==> config.mk <==
export PLATFORM = sky130hd
export DESIGN_NAME = cbus_rr_arbiter_flat
export DESIGN_NICKNAME = d
export VERILOG_FILES = /design/src/rtl/cbus_arb_pkg.sv /design/src/rtl/cbus_rr_arbiter_if.sv /design/src/rtl/cbus_rr_pick.sv /design/src/rtl/cbus_rr_arbiter.sv /design/src/flat_wrapper.sv
export SDC_FILE = /design/constraint.sdc
export NUM_CORES = 1
export LEC_CHECK = 0
export CAP_MARGIN = 0
export CORE_AREA = 2 2 124 126
export CTS_BUF_LIST = sky130_fd_sc_hd__clkbuf_8 sky130_fd_sc_hd__clkbuf_16
export CTS_CLUSTER_SIZE = 40
export DETAILED_ROUTE_END_ITERATION = 16
export DIE_AREA = 0 0 126 128
export DONT_BUFFER_PORTS = 1
export PLACE_DENSITY_LB_ADDON = 0.2
export SKIP_CTS_REPAIR_TIMING = 1
export SYNTH_ARGS = -nofsm -noshare
export SYNTH_HDL_FRONTEND = slang
export SYNTH_SLANG_ARGS = --single-unit
==> constraint.sdc <==
create_clock -name cbus_m_clk -period 1.95 [get_ports cbus_m_clk]
set_input_delay 0.2925 -clock cbus_m_clk [delete_from_list [all_inputs] [get_ports cbus_m_clk]]
set_output_delay 0.2925 -clock cbus_m_clk [all_outputs]
set_load 0.1 [all_outputs]
==> src/rtl/cbus_arb_pkg.sv <==
// Shared types and constants for the CBUS round-robin arbiter.
// The optional grant timeout is enabled by defining CBUS_ARB_TMO_EN.
package cbus_arb_pkg;

   typedef enum logic {
      IDLE = 1'b0,
      BUSY = 1'b1
   } arb_state_e;

   localparam logic [9:0]  CBUS_BYTECNT   = 10'h4;
   localparam logic [31:0] CBUS_TMO_RDATA = 32'hDEAD_BEEF;

endpackage

==> src/rtl/cbus_rr_arbiter_if.sv <==
// Requester-side and bridge-side CBUS bundles used by cbus_rr_arbiter.
// Handshake: a master raises req with cmd/address/wdata/byten and holds them
// until the slave pulses waccept (write) or rresp (read) for one cycle; read
// data is valid on rdatap the cycle after rresp. Dropping req abandons it.

interface cbus_rq_if #(
   parameter int NREQ  = 4,
   parameter int ADDRW = 8
);
   logic [NREQ-1:0]       rq_req;
   logic [NREQ-1:0]       rq_cmd;
   logic [NREQ*ADDRW-1:0] rq_address;
   logic [NREQ*32-1:0]    rq_wdata;
   logic [NREQ*4-1:0]     rq_byten;
   logic [NREQ-1:0]       rq_waccept;
   logic [NREQ-1:0]       rq_rresp;
   logic [31:0]           rq_rdatap;

   modport master (
      output rq_req, rq_cmd, rq_address, rq_wdata, rq_byten,
      input  rq_waccept, rq_rresp, rq_rdatap
   );
   modport slave (
      input  rq_req, rq_cmd, rq_address, rq_wdata, rq_byten,
      output rq_waccept, rq_rresp, rq_rdatap
   );
endinterface

interface cbus_m_if #(
   parameter int ADDRW = 8
);
   logic             cbus_m_req;
   logic             cbus_m_cmd;
   logic [ADDRW-1:0] cbus_m_address;
   logic [31:0]      cbus_m_wdata;
   logic [3:0]       cbus_m_byten;
   logic [9:0]       cbus_m_bytecnt;
   logic             cbus_m_first;
   logic             cbus_m_last;
   logic             cbus_m_waccept;
   logic             cbus_m_rresp;
   logic [31:0]      cbus_m_rdatap;

   modport master (
      output cbus_m_req, cbus_m_cmd, cbus_m_address, cbus_m_wdata, cbus_m_byten,
             cbus_m_bytecnt, cbus_m_first, cbus_m_last,
      input  cbus_m_waccept, cbus_m_rresp, cbus_m_rdatap
   );
   modport slave (
      input  cbus_m_req, cbus_m_cmd, cbus_m_address, cbus_m_wdata, cbus_m_byten,
             cbus_m_bytecnt, cbus_m_first, cbus_m_last,
      output cbus_m_waccept, cbus_m_rresp, cbus_m_rdatap
   );
endinterface

==> src/rtl/cbus_rr_pick.sv <==
// Combinational round-robin picker: first requesting index after i_last,
// wrapping modulo NREQ.
module cbus_rr_pick #(
   parameter int NREQ = 4
) (
   input  logic [NREQ-1:0]         i_req,
   input  logic [$clog2(NREQ)-1:0] i_last,
   output logic [$clog2(NREQ)-1:0] o_winner,
   output logic                    o_valid
);
   localparam int IW = $clog2(NREQ);

   logic [IW:0] w_sum;

   // Scan farthest-first so the nearest requester after i_last is written last.
   always_comb begin
      o_winner = '0;
      o_valid  = 1'b0;
      w_sum    = '0;
      for (int k = NREQ; k >= 1; k--) begin
         w_sum = {1'b0, i_last} + (IW+1)'(k);
         if (w_sum >= (IW+1)'(NREQ)) begin
            w_sum = w_sum - (IW+1)'(NREQ);
         end
         if (i_req[w_sum[IW-1:0]]) begin
            o_winner = w_sum[IW-1:0];
            o_valid  = 1'b1;
         end
      end
   end

endmodule

==> src/rtl/cbus_rr_arbiter.sv <==
// Round-robin arbiter sharing one single-transfer CBUS master port among NREQ
// requesters. Optional grant timeout: define CBUS_ARB_TMO_EN.
module cbus_rr_arbiter
   import cbus_arb_pkg::*;
#(
   parameter int NREQ    = 4,
   parameter int ADDRW   = 8,
   parameter int TMO_CYC = 255
) (
   input  logic        cbus_m_clk,
   input  logic        cbus_m_rst,
   cbus_rq_if.slave    rq,
   cbus_m_if.master    cbus_m,
   output logic        arb_tmo_err,
   output arb_state_e  o_dbg_state
);
   localparam int IW = $clog2(NREQ);

   arb_state_e       r_state, w_state_nxt;
   logic [IW-1:0]    r_gnt, w_gnt_nxt;
   logic [IW-1:0]    r_last, w_last_nxt;
   logic [IW-1:0]    w_pick;
   logic             w_pick_vld;
   logic             w_busy, w_done, w_tmo, w_force_rd;
   logic             w_sel_req, w_sel_cmd;
   logic [ADDRW-1:0] w_sel_addr;
   logic [31:0]      w_sel_wdata;
   logic [3:0]       w_sel_byten;
   logic [NREQ-1:0]  w_onehot;

   cbus_rr_pick #(.NREQ(NREQ)) u_pick (
      .i_req    (rq.rq_req),
      .i_last   (r_last),
      .o_winner (w_pick),
      .o_valid  (w_pick_vld)
   );

   always_comb begin
      w_sel_req   = 1'b0;
      w_sel_cmd   = 1'b0;
      w_sel_addr  = '0;
      w_sel_wdata = '0;
      w_sel_byten = '0;
      w_onehot    = '0;
      for (int i = 0; i < NREQ; i++) begin
         if (r_gnt == IW'(i)) begin
            w_sel_req   = rq.rq_req[i];
            w_sel_cmd   = rq.rq_cmd[i];
            w_sel_addr  = rq.rq_address[i*ADDRW +: ADDRW];
            w_sel_wdata = rq.rq_wdata[i*32 +: 32];
            w_sel_byten = rq.rq_byten[i*4 +: 4];
            w_onehot[i] = 1'b1;
         end
      end
   end

   assign w_busy = (r_state == BUSY);
   // A transfer ends on a response, on the requester abandoning it, or on timeout.
   assign w_done = w_busy & (cbus_m.cbus_m_waccept | cbus_m.cbus_m_rresp | ~w_sel_req | w_tmo);

   always_comb begin
      w_state_nxt = r_state;
      w_gnt_nxt   = r_gnt;
      w_last_nxt  = r_last;
      case (r_state)
         IDLE: begin
            if (w_pick_vld) begin
               w_gnt_nxt   = w_pick;
               w_state_nxt = BUSY;
            end
         end
         BUSY: begin
            if (w_done) begin
               w_last_nxt  = r_gnt;
               w_state_nxt = IDLE;
            end
         end
         default: w_state_nxt = IDLE;
      endcase
   end

   always_ff @(posedge cbus_m_clk or posedge cbus_m_rst) begin
      if (cbus_m_rst) begin
         r_state <= IDLE;
         r_gnt   <= '0;
         r_last  <= IW'(NREQ-1);
      end else begin
         r_state <= w_state_nxt;
         r_gnt   <= w_gnt_nxt;
         r_last  <= w_last_nxt;
      end
   end

`ifdef CBUS_ARB_TMO_EN
   localparam int CW = $clog2(TMO_CYC+1);
   logic [CW-1:0] r_cnt;
   logic          r_tmo_d;

   assign w_tmo = w_busy & (r_cnt == CW'(TMO_CYC));

   always_ff @(posedge cbus_m_clk or posedge cbus_m_rst) begin
      if (cbus_m_rst) begin
         r_cnt   <= '0;
         r_tmo_d <= 1'b0;
      end else begin
         r_tmo_d <= w_tmo;
         r_cnt   <= (w_busy && !w_done) ? r_cnt + 1'b1 : '0;
      end
   end

   assign w_force_rd = r_tmo_d;
`else
   assign w_tmo      = 1'b0;
   assign w_force_rd = 1'b0;
`endif

   assign arb_tmo_err = w_tmo;
   assign o_dbg_state = r_state;

   assign cbus_m.cbus_m_req     = w_busy & w_sel_req;
   assign cbus_m.cbus_m_cmd     = w_busy & w_sel_cmd;
   assign cbus_m.cbus_m_address = w_busy ? w_sel_addr  : '0;
   assign cbus_m.cbus_m_wdata   = w_busy ? w_sel_wdata : '0;
   assign cbus_m.cbus_m_byten   = w_busy ? w_sel_byten : '0;
   assign cbus_m.cbus_m_bytecnt = CBUS_BYTECNT;
   assign cbus_m.cbus_m_first   = cbus_m.cbus_m_req;
   assign cbus_m.cbus_m_last    = cbus_m.cbus_m_req;

   // Responses reach only the granted requester and only while BUSY.
   assign rq.rq_waccept = (w_busy & (cbus_m.cbus_m_waccept | (w_tmo & ~w_sel_cmd))) ? w_onehot : '0;
   assign rq.rq_rresp   = (w_busy & (cbus_m.cbus_m_rresp   | (w_tmo &  w_sel_cmd))) ? w_onehot : '0;
   assign rq.rq_rdatap  = w_force_rd ? CBUS_TMO_RDATA : cbus_m.cbus_m_rdatap;

endmodule
==> src/flat_wrapper.sv <==
// flat-port wrapper written by rule: the top's interface ports become plain ports
module cbus_rr_arbiter_flat import cbus_arb_pkg::*;
#(
   parameter int NREQ    = 4,
   parameter int ADDRW   = 8,
   parameter int TMO_CYC = 255
)
  (cbus_m_clk, cbus_m_rst, arb_tmo_err, o_dbg_state, rq_rq_req, rq_rq_cmd, rq_rq_address, rq_rq_wdata, rq_rq_byten, rq_rq_waccept, rq_rq_rresp, rq_rq_rdatap, cbus_m_cbus_m_req, cbus_m_cbus_m_cmd, cbus_m_cbus_m_address, cbus_m_cbus_m_wdata, cbus_m_cbus_m_byten, cbus_m_cbus_m_bytecnt, cbus_m_cbus_m_first, cbus_m_cbus_m_last, cbus_m_cbus_m_waccept, cbus_m_cbus_m_rresp, cbus_m_cbus_m_rdatap);
  cbus_rq_if #(.NREQ(NREQ), .ADDRW(ADDRW)) rq_i ();
  cbus_m_if #(.ADDRW(ADDRW)) cbus_m_i ();
  input  logic cbus_m_clk;
  input  logic cbus_m_rst;
  output logic arb_tmo_err;
  output arb_state_e o_dbg_state;
  input wire logic [$bits(rq_i.rq_req)-1:0] rq_rq_req;
  input wire logic [$bits(rq_i.rq_cmd)-1:0] rq_rq_cmd;
  input wire logic [$bits(rq_i.rq_address)-1:0] rq_rq_address;
  input wire logic [$bits(rq_i.rq_wdata)-1:0] rq_rq_wdata;
  input wire logic [$bits(rq_i.rq_byten)-1:0] rq_rq_byten;
  output wire logic [$bits(rq_i.rq_waccept)-1:0] rq_rq_waccept;
  output wire logic [$bits(rq_i.rq_rresp)-1:0] rq_rq_rresp;
  output wire logic [$bits(rq_i.rq_rdatap)-1:0] rq_rq_rdatap;
  output wire logic [$bits(cbus_m_i.cbus_m_req)-1:0] cbus_m_cbus_m_req;
  output wire logic [$bits(cbus_m_i.cbus_m_cmd)-1:0] cbus_m_cbus_m_cmd;
  output wire logic [$bits(cbus_m_i.cbus_m_address)-1:0] cbus_m_cbus_m_address;
  output wire logic [$bits(cbus_m_i.cbus_m_wdata)-1:0] cbus_m_cbus_m_wdata;
  output wire logic [$bits(cbus_m_i.cbus_m_byten)-1:0] cbus_m_cbus_m_byten;
  output wire logic [$bits(cbus_m_i.cbus_m_bytecnt)-1:0] cbus_m_cbus_m_bytecnt;
  output wire logic [$bits(cbus_m_i.cbus_m_first)-1:0] cbus_m_cbus_m_first;
  output wire logic [$bits(cbus_m_i.cbus_m_last)-1:0] cbus_m_cbus_m_last;
  input wire logic [$bits(cbus_m_i.cbus_m_waccept)-1:0] cbus_m_cbus_m_waccept;
  input wire logic [$bits(cbus_m_i.cbus_m_rresp)-1:0] cbus_m_cbus_m_rresp;
  input wire logic [$bits(cbus_m_i.cbus_m_rdatap)-1:0] cbus_m_cbus_m_rdatap;
  assign rq_i.rq_req = rq_rq_req;
  assign rq_i.rq_cmd = rq_rq_cmd;
  assign rq_i.rq_address = rq_rq_address;
  assign rq_i.rq_wdata = rq_rq_wdata;
  assign rq_i.rq_byten = rq_rq_byten;
  assign rq_rq_waccept = rq_i.rq_waccept;
  assign rq_rq_rresp = rq_i.rq_rresp;
  assign rq_rq_rdatap = rq_i.rq_rdatap;
  assign cbus_m_cbus_m_req = cbus_m_i.cbus_m_req;
  assign cbus_m_cbus_m_cmd = cbus_m_i.cbus_m_cmd;
  assign cbus_m_cbus_m_address = cbus_m_i.cbus_m_address;
  assign cbus_m_cbus_m_wdata = cbus_m_i.cbus_m_wdata;
  assign cbus_m_cbus_m_byten = cbus_m_i.cbus_m_byten;
  assign cbus_m_cbus_m_bytecnt = cbus_m_i.cbus_m_bytecnt;
  assign cbus_m_cbus_m_first = cbus_m_i.cbus_m_first;
  assign cbus_m_cbus_m_last = cbus_m_i.cbus_m_last;
  assign cbus_m_i.cbus_m_waccept = cbus_m_cbus_m_waccept;
  assign cbus_m_i.cbus_m_rresp = cbus_m_cbus_m_rresp;
  assign cbus_m_i.cbus_m_rdatap = cbus_m_cbus_m_rdatap;
  cbus_rr_arbiter #(.NREQ(NREQ), .ADDRW(ADDRW), .TMO_CYC(TMO_CYC)) u_core (.cbus_m_clk(cbus_m_clk), .cbus_m_rst(cbus_m_rst), .rq(rq_i), .cbus_m(cbus_m_i), .arb_tmo_err(arb_tmo_err), .o_dbg_state(o_dbg_state));
endmodule
==> key figures <==
Clock tree
  • TritonCTS Buffers: 3
  • Root buffer cell: clkbuf_16
  • CTS tree: done
  • Clk pin slew, worst setup/hold paths: 0.03 ns
  • Clock Sinks: 5
  • H-tree depth: 1
  • Longest Clk Path Bufs: 2
  • Clk_lat worst skew: 0.22 ns

Detailed routing
  • ANT nets after route: 0
  • Vias: 1634
  • Average wire per standard cell: 22.3 µm
  • DRC viols: 0
  • Pre-Repair DR Iteration Count: 4
  • Post-DR vias/cell: 4.22
  • WL final: 8630 µm
  • 1st-iter DRT viols: 39

Logic synthesis
  • Simple-gate share of the synthesized area: 18.3%
  • Post-synthesis xor/xnor area fraction: 0%
  • Post-Synth Adder-Cell Area: 0%
  • Synth async-reset ratio: 100%
  • Ranking of synthesized cells by area: mux4_2 (47%), buf_4 (16%), and2_1 (13%), dfrtp_1 (3.5%), buf_6 (2.6%)
  • Largest family of logic cells by synthesized area: multiplexers
  • Post-synth EDFFs: 0
  • Synth Warn #: 0
  • Avg Inst Size Synth: 10.5 µm²
  • Syn Inst Count: 206
  • Seq/Total Area, Yosys: 5.92%
  • Synth Area in Compound Gates: 4.24%
  • Post-synthesis mux area share: 49.7%
  • Register bit total from synthesis: 5
  • Dominant synthesized flop cell: dfrtp_1
  • Yosys top cell area share: 47.0%
  • Mapped Area: 2160 µm²
  • Synth area leader: mux4_2
  • Netlist cell types: 30

Run status
  • Run status: finished, violations left
  • Failing checks: negative setup slack

Cells and area
  • Fin cells: 387
  • P&R area growth vs syn: 37.2%
  • Area of the multi-input gates: 1780 µm²
  • Nets: 418
  • Register Area: 136 µm²
  • Fillers: 1594
  • Commonest non-fill, non-tap cell in the layout: mux4_2
  • Most frequent cells in the layout: mux4_2 (45), and2_4 (30), buf_12 (29)
  • Share of layout cells above drive strength 1: 70.6%

Critical path
  • Source of the critical timing path: u_core.r_gnt[0]
  • Critical path type: flip-flop to output port
  • Crit end category: output port
  • CP required: 1.66 ns
  • Critical R2R Launch: u_core.r_gnt[1]
  • CP Launch Type: flip-flop
  • Crit path DAT: 1.80 ns
  • Worst-path fanout max: 23

Floorplan
  • Initial cell density of the core: 14.5%
  • Die height: 128 µm
  • # rows: 45
  • Area of the core region: 14900 µm²
  • Die W: 126 µm
  • Die area: 16100 µm²
  • Ports: 320

Timing
  • Period minus WS final: 2.09 ns
  • Final period utilization: 107%
  • Sum Neg Setup Slack: -3.65 ns
  • Pins Over Slew Limit: 0
  • Final setup viols: 44
  • FMAX: 478 MHz
  • Final hold viol count: 0
  • Layout Skew: 0.00195 ns
  • Hold WS: 0.281 ns
  • RSZ-0062 raised after global routing: true
  • Fin worst setup slack: -0.141 ns

Job
  • Max Cap Viol: 0

Global route
  • Largest net degree at the start of global routing: 30
  • GR Overflow Total: 0
  • Total track usage: 9.29%
  • Vias in the first global route: 1688
  • Antenna violations before repair: 2
  • First-pass GRT wire length: 11500 µm

Place
  • Post-placement cell count: 377
  • Detailed placement HPWL: 7400 µm
  • Placer Congestion: 0.724
  • Buffers added on ports: 0

Worst hold path
  • Worst min-delay path startpoint: cbus_m_cbus_m_rresp
  • Hold Path Class: input port to flip-flop
-- synth_stat cells, types with 2 or more instances --
master and count:
buf_4 47, and2_1 45, mux4_2 45, nor2_1 11, nand2_1 7, clkbuf_1 6
buf_6 5, buf_2 4, a21oi_1 3, dfrtp_1 3, inv_1 3, nand2b_1 3
o21ai_0 3, conb_1 2, dfstp_2 2, mux2i_1 2, nor3_1 2
-- per-stage QoR --
stage          cell area, µm²  util, %  setup slack [ns]
6_report                 2960     19.9            -0.141
5_1_grt                  2960     19.9            -0.210
4_1_cts                  2840     19.1            -0.199
3_5_place_dp             2760     18.6            0.0403
3_3_place_gp             2760     18.6            0.0585
2_1_floorplan            2370        -            -0.176
-- registers in the layout (all words and copies together), names as in the netlist --
name                cells
u_core.r_last           2
u_core.o_dbg_state      1
u_core.r_gnt            2
-- metal layers --
metal | routed length [µm] | global-route usage, % | share of wire (%)
met1 | 3310 | 11.5 | 38
met2 | 4480 | 15.7 | 52
met3 | 822 | 3.42 | 9.5
met4 | 17 | 1.68 | 0.20
met5 | 0 | 0 | 0
-- area by class of cell --
class / count / area share [%]
Antenna cell: 2 / 0.169
Clock buffer: 3 / 2.54
Clock inverter: 1 / 0.127
Inverter: 3 / 0.381
Multi-Input combinational cell: 145 / 60.2
Sequential cell: 5 / 4.61
Tap cell: 188 / 7.95
Timing Repair Buffer: 40 / 24.0
-- kinds of logic after synthesis --
| kind of cell | after synthesis |
|---|---|
| and+or+nand+nor | 71 |
| AOI/OAI and AO/OA | 13 |
| DFF | 5 |
| buffers and inverters | 65 |
| other | 2 |
| muxes | 50 |
-- critical path: stages (launching register included) --
cell	delay, ns
dfrtp_4	0.44
buf_12	0.21
mux4_2	0.52
and2_1	0.20
buf_12	0.17
-- final timing paths --
path                                                 to  slack [ns]  cells after the start
max in group asynchronous              u_core.r_last[1]        1.30                      2
worst max register to register         u_core.r_last[1]        0.42                      5
worst min-delay path                 u_core.o_dbg_state        0.28                      3
worst max-delay path            cbus_m_cbus_m_wdata[23]       -0.14                      4
min in group asynchronous            u_core.o_dbg_state        0.41                      2
worst min register to register         u_core.r_last[0]        0.55                      2
Power is left out: the tool's default activity adds up to more than one toggle a clock period on the data nets, which glitch-free logic cannot reach.
